[src/rtl/fep_pkg.sv]
// fep_pkg: shared constants, prefix layout and helpers for fep_strip.
// Prefix = 48-bit FEP tag over three little-endian 16-bit length copies.
package fep_pkg;

  localparam int HDR_BYTES = 12;
  localparam logic [47:0] FEP_HEADER = 48'h1eadfeb5ac0d;

  localparam int LEN0_LSB = 0;
  localparam int LEN1_LSB = 16;
  localparam int LEN2_LSB = 32;
  localparam int FEP_LSB  = 48;
  localparam int FEP_MSB  = 95;

  localparam int KEEP_W = 64;
  localparam int KCNT_W = 7;

  typedef struct packed {
    logic [47:0] tag;
    logic [15:0] len2;
    logic [15:0] len1;
    logic [15:0] len0;
  } fep_prefix_t;

  typedef enum logic [1:0] {
    HDR,
    BODY,
    FLUSH,
    DROP
  } state_t;

  function automatic logic [15:0] tmr_vote16(
    input logic [15:0] a,
    input logic [15:0] b,
    input logic [15:0] c
  );
    return (a & b) | (a & c) | (b & c);
  endfunction

  function automatic logic [KCNT_W-1:0] keep_popcount(
    input logic [KEEP_W-1:0] keep
  );
    logic [KCNT_W-1:0] n;
    n = '0;
    for (int i = 0; i < KEEP_W; i++) begin
      n = n + KCNT_W'(keep[i]);
    end
    return n;
  endfunction

  function automatic logic [KEEP_W-1:0] keep_mask(
    input logic [KCNT_W-1:0] n
  );
    logic [KEEP_W-1:0] m;
    for (int i = 0; i < KEEP_W; i++) begin
      m[i] = (i < int'(n));
    end
    return m;
  endfunction

endpackage

[src/rtl/fep_realign.sv]
// fep_realign: holds the upper 52 bytes of the previous beat and
// builds the realigned body/flush beats and their byte enables.
module fep_realign
  import fep_pkg::*;
#(
  parameter int DATA_WIDTH = 512
) (
  input  logic                    clk,
  input  logic                    rst,
  input  logic                    load,
  input  logic                    tail_set,
  input  logic [DATA_WIDTH-1:0]   in_data,
  input  logic [KCNT_W-1:0]       in_k,
  output logic [DATA_WIDTH-1:0]   merged_data,
  output logic [DATA_WIDTH-1:0]   flush_data,
  output logic [DATA_WIDTH/8-1:0] last_keep,
  output logic [DATA_WIDTH/8-1:0] flush_keep
);

  localparam int PB = HDR_BYTES * 8;
  localparam int HW = DATA_WIDTH - PB;
  localparam int KW = DATA_WIDTH / 8;

  logic [HW-1:0]     hold;
  logic [KCNT_W-1:0] tail_k;

  // capture carried-over bytes and the final beat's byte count
  always_ff @(posedge clk) begin
    if (rst) begin
      hold   <= '0;
      tail_k <= '0;
    end else begin
      if (load) hold <= in_data[DATA_WIDTH-1:PB];
      if (tail_set) tail_k <= in_k;
    end
  end

  assign merged_data = {in_data[PB-1:0], hold};
  assign flush_data  = {{PB{1'b0}}, hold};
  assign last_keep   = keep_mask(in_k + KCNT_W'(KW - HDR_BYTES));
  assign flush_keep  = keep_mask(tail_k - KCNT_W'(HDR_BYTES));

endmodule

[src/rtl/fep_strip.sv]
// fep_strip: validate FEP prefix, vote length, strip 12 bytes, realign.
// Optional length check enabled by defining FEP_STRIP_LEN_CHECK_EN.
module fep_strip
  import fep_pkg::*;
#(
  parameter int DATA_WIDTH = 512,
  parameter int CNT_WIDTH  = 32
) (
  input  logic                    clk,
  input  logic                    rst,
  input  logic [DATA_WIDTH-1:0]   s_axis_tdata,
  input  logic [DATA_WIDTH/8-1:0] s_axis_tkeep,
  input  logic                    s_axis_tlast,
  input  logic                    s_axis_tvalid,
  output logic                    s_axis_tready,
  output logic [DATA_WIDTH-1:0]   m_axis_tdata,
  output logic [DATA_WIDTH/8-1:0] m_axis_tkeep,
  output logic                    m_axis_tlast,
  output logic                    m_axis_tuser,
  output logic                    m_axis_tvalid,
  input  logic                    m_axis_tready,
  output logic [CNT_WIDTH-1:0]    pkt_cnt,
  output logic [CNT_WIDTH-1:0]    hdr_drop_cnt,
  output logic [CNT_WIDTH-1:0]    tmr_fix_cnt,
  output logic [CNT_WIDTH-1:0]    len_err_cnt
);

  localparam int KW = DATA_WIDTH / 8;
  localparam int PB = HDR_BYTES * 8;

  state_t            state, nstate;
  fep_prefix_t       pre;
  logic [KCNT_W-1:0] k;
  logic              acc, adv, tag_ok;
  logic              tmr_diff, last_small;
  logic              emit, e_flush, e_last, e_user;
  logic              load, tail_set;
  logic              drop_inc, tmr_inc;
  logic              len_bad, err_q;

  logic [DATA_WIDTH-1:0] merged_data, flush_data;
  logic [KW-1:0]         last_keep, flush_keep;

  assign pre        = fep_prefix_t'(s_axis_tdata[PB-1:0]);
  assign k          = keep_popcount(s_axis_tkeep);
  assign tag_ok     = pre.tag == FEP_HEADER;
  assign tmr_diff   = (pre.len0 != pre.len1)
                   || (pre.len1 != pre.len2);
  assign last_small = k <= KCNT_W'(HDR_BYTES);

  assign adv = !m_axis_tvalid || m_axis_tready;
  assign s_axis_tready = (state == DROP)
                      || ((state != FLUSH) && adv);
  assign acc = s_axis_tvalid && s_axis_tready;

  fep_realign #(
    .DATA_WIDTH (DATA_WIDTH)
  ) u_realign (
    .clk         (clk),
    .rst         (rst),
    .load        (load),
    .tail_set    (tail_set),
    .in_data     (s_axis_tdata),
    .in_k        (k),
    .merged_data (merged_data),
    .flush_data  (flush_data),
    .last_keep   (last_keep),
    .flush_keep  (flush_keep)
  );

  // next state and per-cycle emit/load decisions
  always_comb begin
    nstate   = state;
    emit     = 1'b0;
    e_flush  = 1'b0;
    e_last   = 1'b0;
    e_user   = 1'b0;
    load     = 1'b0;
    tail_set = 1'b0;
    drop_inc = 1'b0;
    tmr_inc  = 1'b0;
    unique case (state)
      HDR: begin
        if (acc) begin
          if (!tag_ok) begin
            drop_inc = 1'b1;
            nstate   = s_axis_tlast ? HDR : DROP;
          end else begin
            tmr_inc = tmr_diff;
            load    = 1'b1;
            if (!s_axis_tlast) begin
              nstate = BODY;
            end else if (!last_small) begin
              tail_set = 1'b1;
              nstate   = FLUSH;
            end
          end
        end
      end
      BODY: begin
        if (acc) begin
          emit = 1'b1;
          load = 1'b1;
          if (s_axis_tlast) begin
            if (last_small) begin
              e_last = 1'b1;
              e_user = len_bad;
              nstate = HDR;
            end else begin
              tail_set = 1'b1;
              nstate   = FLUSH;
            end
          end
        end
      end
      FLUSH: begin
        if (adv) begin
          emit    = 1'b1;
          e_flush = 1'b1;
          e_last  = 1'b1;
          e_user  = err_q;
          nstate  = HDR;
        end
      end
      DROP: begin
        if (acc && s_axis_tlast) nstate = HDR;
      end
      default: nstate = HDR;
    endcase
  end

  // state register
  always_ff @(posedge clk) begin
    if (rst) state <= HDR;
    else state <= nstate;
  end

  // single output register stage toward AMPER
  always_ff @(posedge clk) begin
    if (rst) begin
      m_axis_tvalid <= 1'b0;
      m_axis_tlast  <= 1'b0;
      m_axis_tuser  <= 1'b0;
      m_axis_tdata  <= '0;
      m_axis_tkeep  <= '0;
    end else if (adv) begin
      m_axis_tvalid <= emit;
      m_axis_tlast  <= e_last;
      m_axis_tuser  <= e_user;
      m_axis_tdata  <= e_flush ? flush_data : merged_data;
      if (e_flush) m_axis_tkeep <= flush_keep;
      else if (e_last) m_axis_tkeep <= last_keep;
      else m_axis_tkeep <= '1;
    end
  end

  // packet, drop and vote-repair statistics
  always_ff @(posedge clk) begin
    if (rst) begin
      pkt_cnt      <= '0;
      hdr_drop_cnt <= '0;
      tmr_fix_cnt  <= '0;
    end else begin
      if (m_axis_tvalid && m_axis_tready && m_axis_tlast)
        pkt_cnt <= pkt_cnt + 1'b1;
      if (drop_inc) hdr_drop_cnt <= hdr_drop_cnt + 1'b1;
      if (tmr_inc) tmr_fix_cnt <= tmr_fix_cnt + 1'b1;
    end
  end

`ifdef FEP_STRIP_LEN_CHECK_EN
  logic [15:0]          vlen, vlen_q, acc_q;
  logic [15:0]          total, cmp_len;
  logic                 chk, lerr_inc;
  logic [CNT_WIDTH-1:0] lerr_q;

  assign vlen    = tmr_vote16(pre.len0, pre.len1, pre.len2);
  assign total   = (state == HDR ? 16'd0 : acc_q) + 16'(k);
  assign cmp_len = (state == HDR) ? vlen : vlen_q;
  assign len_bad = total != cmp_len;
  assign chk     = acc && s_axis_tlast
                && ((state == BODY)
                 || ((state == HDR) && tag_ok));
  assign lerr_inc = chk
                 && (len_bad || ((state == HDR) && last_small));

  // running byte total, voted length and pending flush error
  always_ff @(posedge clk) begin
    if (rst) begin
      vlen_q <= '0;
      acc_q  <= '0;
      err_q  <= 1'b0;
      lerr_q <= '0;
    end else begin
      if (acc) acc_q <= total;
      if (acc && (state == HDR)) vlen_q <= vlen;
      if (tail_set) err_q <= len_bad;
      if (lerr_inc) lerr_q <= lerr_q + 1'b1;
    end
  end

  assign len_err_cnt = lerr_q;
`else
  assign len_bad     = 1'b0;
  assign err_q       = 1'b0;
  assign len_err_cnt = '0;
`endif

endmodule

[config.mk]
export PLATFORM = sky130hd
export DESIGN_NAME = fep_strip
export DESIGN_NICKNAME = d
export VERILOG_FILES = /design/src/rtl/fep_pkg.sv /design/src/rtl/fep_realign.sv /design/src/rtl/fep_strip.sv
export SDC_FILE = /design/constraint.sdc
export NUM_CORES = 2
export LEC_CHECK = 0
export CORE_AREA = 3 3 495 497
export CTS_CLUSTER_SIZE = 40
export DETAILED_ROUTE_END_ITERATION = 10
export DIE_AREA = 0 0 498 500
export PLACE_DENSITY = 0.47
export RECOVER_POWER = 100
export SLEW_MARGIN = 20
export SYNTH_ARGS = -nofsm -noshare
export SYNTH_HDL_FRONTEND = slang
export SYNTH_SLANG_ARGS = --single-unit
export TNS_END_PERCENT = 5
[constraint.sdc]
create_clock -name clk -period 15.4 [get_ports clk]
set_clock_uncertainty 0.05 [all_clocks]
set_input_delay 2.31 -clock clk [delete_from_list [all_inputs] [get_ports clk]]
set_output_delay 2.31 -clock clk [all_outputs]
set_load 0.1 [all_outputs]
==> results.toml <==
[status]
status = "finished with violations"
violations = "capacitance limit, slew limit"

[sta]
hold_viol = 0
max_slew_margin_pct = -457.8
rsz0062_at_grt = "no"
worst_slack_ps = 3444
fin_setup_tns_ps = 0
worst_pin_slew_ps = 8368
slew_viol_final = 965
finalSetupViolCount = 0
max_freq_ghz = 0.08364
period_minus_slack_ps = 11960
finalCritPeriodShare_pct = 77.64

[setup_path]
cp_cell_sequence = "dlygate4sd3_1 -> nor2b_1 -> buf_4 -> clkbuf_1 -> clkbuf_2 -> nand2_1 -> a21oi_1"
path_max_fanout = 147
crit_start = "m_axis_tready"
reg2reg_depth = 6
ff2ff_setup_slack_ps = 5140
crit_path_top_delay_cell = "clkbuf_1"
worstSetupPathType = "primary input to flop"
crit_arrival_ps = 12490
timing.rr.end = "m_axis_tdata[412]"
cp-start-kind = "primary input"
end_kind = "flop"
worstReg2RegStart = "m_axis_tvalid"
crit_end = "m_axis_tdata[412]"
cpPeakStageDelay_ps = 5780
critical_path_required_ps = 15940

[global_route]
antenna_found_initial = 125
grt_first_pass_wirelength_microns = 317600
grt_use_total_pct = 17.65
grt_pass1_vias = 39759
grt_overflow = 0
grt_max_degree = 184

[placed_design]
globalplace.congestion = 0.9170
post-dp-hpwl_microns = 178300
port_buffers = 1255
pre_cts_slack_ps = 4760
placed_cells = 9394

[synth]
synth.lib_cells_used.distinct = 79
yosysTopAreaCell = "dfxtp_1"
synthCells = 5279
synth.top_cell.area_share_pct = 51.92
syn_avg_cell_area_sq_um = 8.027
synth_area_sq_um = 42370
synth_common_cells = "1818 x nand2_1, 1099 x dfxtp_1, 969 x a21oi_1"
seq_area_frac_synth_pct = 51.92
synth_area_leaders = "dfxtp_1 52%, nand2_1 16%, a21oi_1 11%"
synth.most_common_cell = "nand2_1"
synth_flop_cell = "dfxtp_1"
yosys_warnings = 0
synth_edf_count = 0
async_flop_share_pct = 0
synth-seq-cells = 1099

[finish]
utilization_pct = 25.58
area_growth_pct = 45.36
regArea_sq_um = 22000
finalNonFillerCells = 9671
final_nets = 7013
multi_input_area_sq_um = 18210
fillers = 26399
layout-drive-gt1-share_pct = 4.293

[pwr]
p_leak_nw = 22.33
p_per_area_nw_per_um2 = 203.1
p_total_mw = 12.51
ir_drop_mv = 0.7887

[route]
via_count = 41062
routed_wl_microns = 230500
ant_nets = 0
drt-wirelength-per-cell_microns = 23.83
first_pass_iters = 6
vias_per_cell = 4.246
drt_iter0_markers = 2622
drc = 0

[floorplan]
core_sq_um = 240800
die_w_microns = 498
num_rows = 180
die_h_microns = 500
boundaryPins = 1289
start_util_pct = 17.60
die_area_sq_um = 249000

[cts]
ctsResizeCount = 0
cts-hold-fix-buffers = 0
postCtsSetupRepairBufs = 0
cts_root_buffer = "clkbuf_16"
clk_pin_slew_ps = 60
cts_tree = "built"
clk_path_buf_depth = 3
htreeDepth = 4
cts_buffers = 140
insertion_delay_ps = 770
cts_sinks = 1099

[min_path]
hold_path.class = "flop to flop"

[run]
maxCapViolations = 44
cell type report:
type	instances	area share (%)
antenna	33	0.1341
clock inverter	45	1.071
sequential	1099	35.72
tap	3185	6.470
multi-input combinational	3682	29.57
timing repair buffer	1300	19.75
inverter	128	0.7800
clock buffer	199	6.506
stage by stage:
stage / area (sq um) / hold WS (ps)
2_1_floorplan: 42490 / 386.6
3_3_place_gp: 57420 / 386.6
3_5_place_dp: 57380 / 392.9
4_1_cts: 62040 / 391.2
5_1_grt: 61520 / 411.0
6_report: 61590 / 385.7
critical path, delay by kind of cell:
kind / cells / cell delay [ps]
AOI/OAI and AO/OA: 1 / 190
buffers and inverters: 4 / 9090
and+or+nand+nor: 2 / 490
report_power, final:
part | switching, mW | internal (mW)
combinational | 4.17 | 1.75
sequential | 0.150 | 3.08
clock | 1.39 | 1.97
state kept, by name, indices dropped and copies added (netlist names):
signal            cells
hdr_drop_cnt         32
m_axis_tdata        512
m_axis_tkeep         64
m_axis_tlast          1
m_axis_tvalid         1
pkt_cnt              32
state                 2
tmr_fix_cnt          32
u_realign.hold      416
u_realign.tail_k      7
worst min-delay path by stage:
stage / cells after the start / start / slack [ps] / to
floorplan: 2 / u_realign.hold[0] / 390 / m_axis_tdata[0]
global placement: 2 / m_axis_tdata[340] / 390 / m_axis_tdata[340]
detailed placement: 2 / m_axis_tdata[426] / 390 / m_axis_tdata[426]
CTS: 2 / u_realign.hold[352] / 390 / m_axis_tdata[352]
global route: 2 / m_axis_tdata[426] / 410 / m_axis_tdata[426]
finish: 2 / u_realign.hold[314] / 390 / m_axis_tdata[314]
cells in the final DEF (no fill, tap or decap), types with 20 or more instances in the layout:
| cell type | count |
|---|---|
| nand3_1 | 35 |
| nand3b_1 | 96 |
| dlygate4sd3_1 | 562 |
| nor3_1 | 67 |
| clkbuf_1 | 159 |
| a21oi_1 | 969 |
| or3_1 | 20 |
| dfxtp_1 | 1099 |
| conb_1 | 33 |
| clkbuf_16 | 142 |
| xor2_1 | 35 |
| xnor2_1 | 55 |
| clkdlybuf4s50_1 | 576 |
| ha_1 | 26 |
| nand2_1 | 1818 |
| and3_1 | 24 |
| clkbuf_8 | 24 |
| inv_1 | 127 |
| nor2_1 | 177 |
| diode_2 | 33 |
| o21ai_0 | 45 |
| fa_1 | 54 |
| buf_4 | 31 |
layer usage:
layer | GRT usage, % | share of wire [%] | vias up
li1 | - | - | 19392
met1 | 22.15 | 43 | 19787
met2 | 28.05 | 45 | 1428
met3 | 6.706 | 9.2 | 361
met4 | 5.063 | 3.1 | 94
met5 | 0 | 0.26 | -
cells by family after synthesis:
kind of cell | count (synthesis) | synth area share (%)
mux | 10 | 0.2392
xor+xnor | 90 | 1.860
simple gates | 2352 | 23.42
compound gates | 1116 | 13.95
other cells | 1 | 0.008850
fa+ha+maj | 81 | 3.348
buf+inv | 530 | 5.256
flops | 1099 | 51.92
No activity file was read; power rests on OpenSTA's default activity.
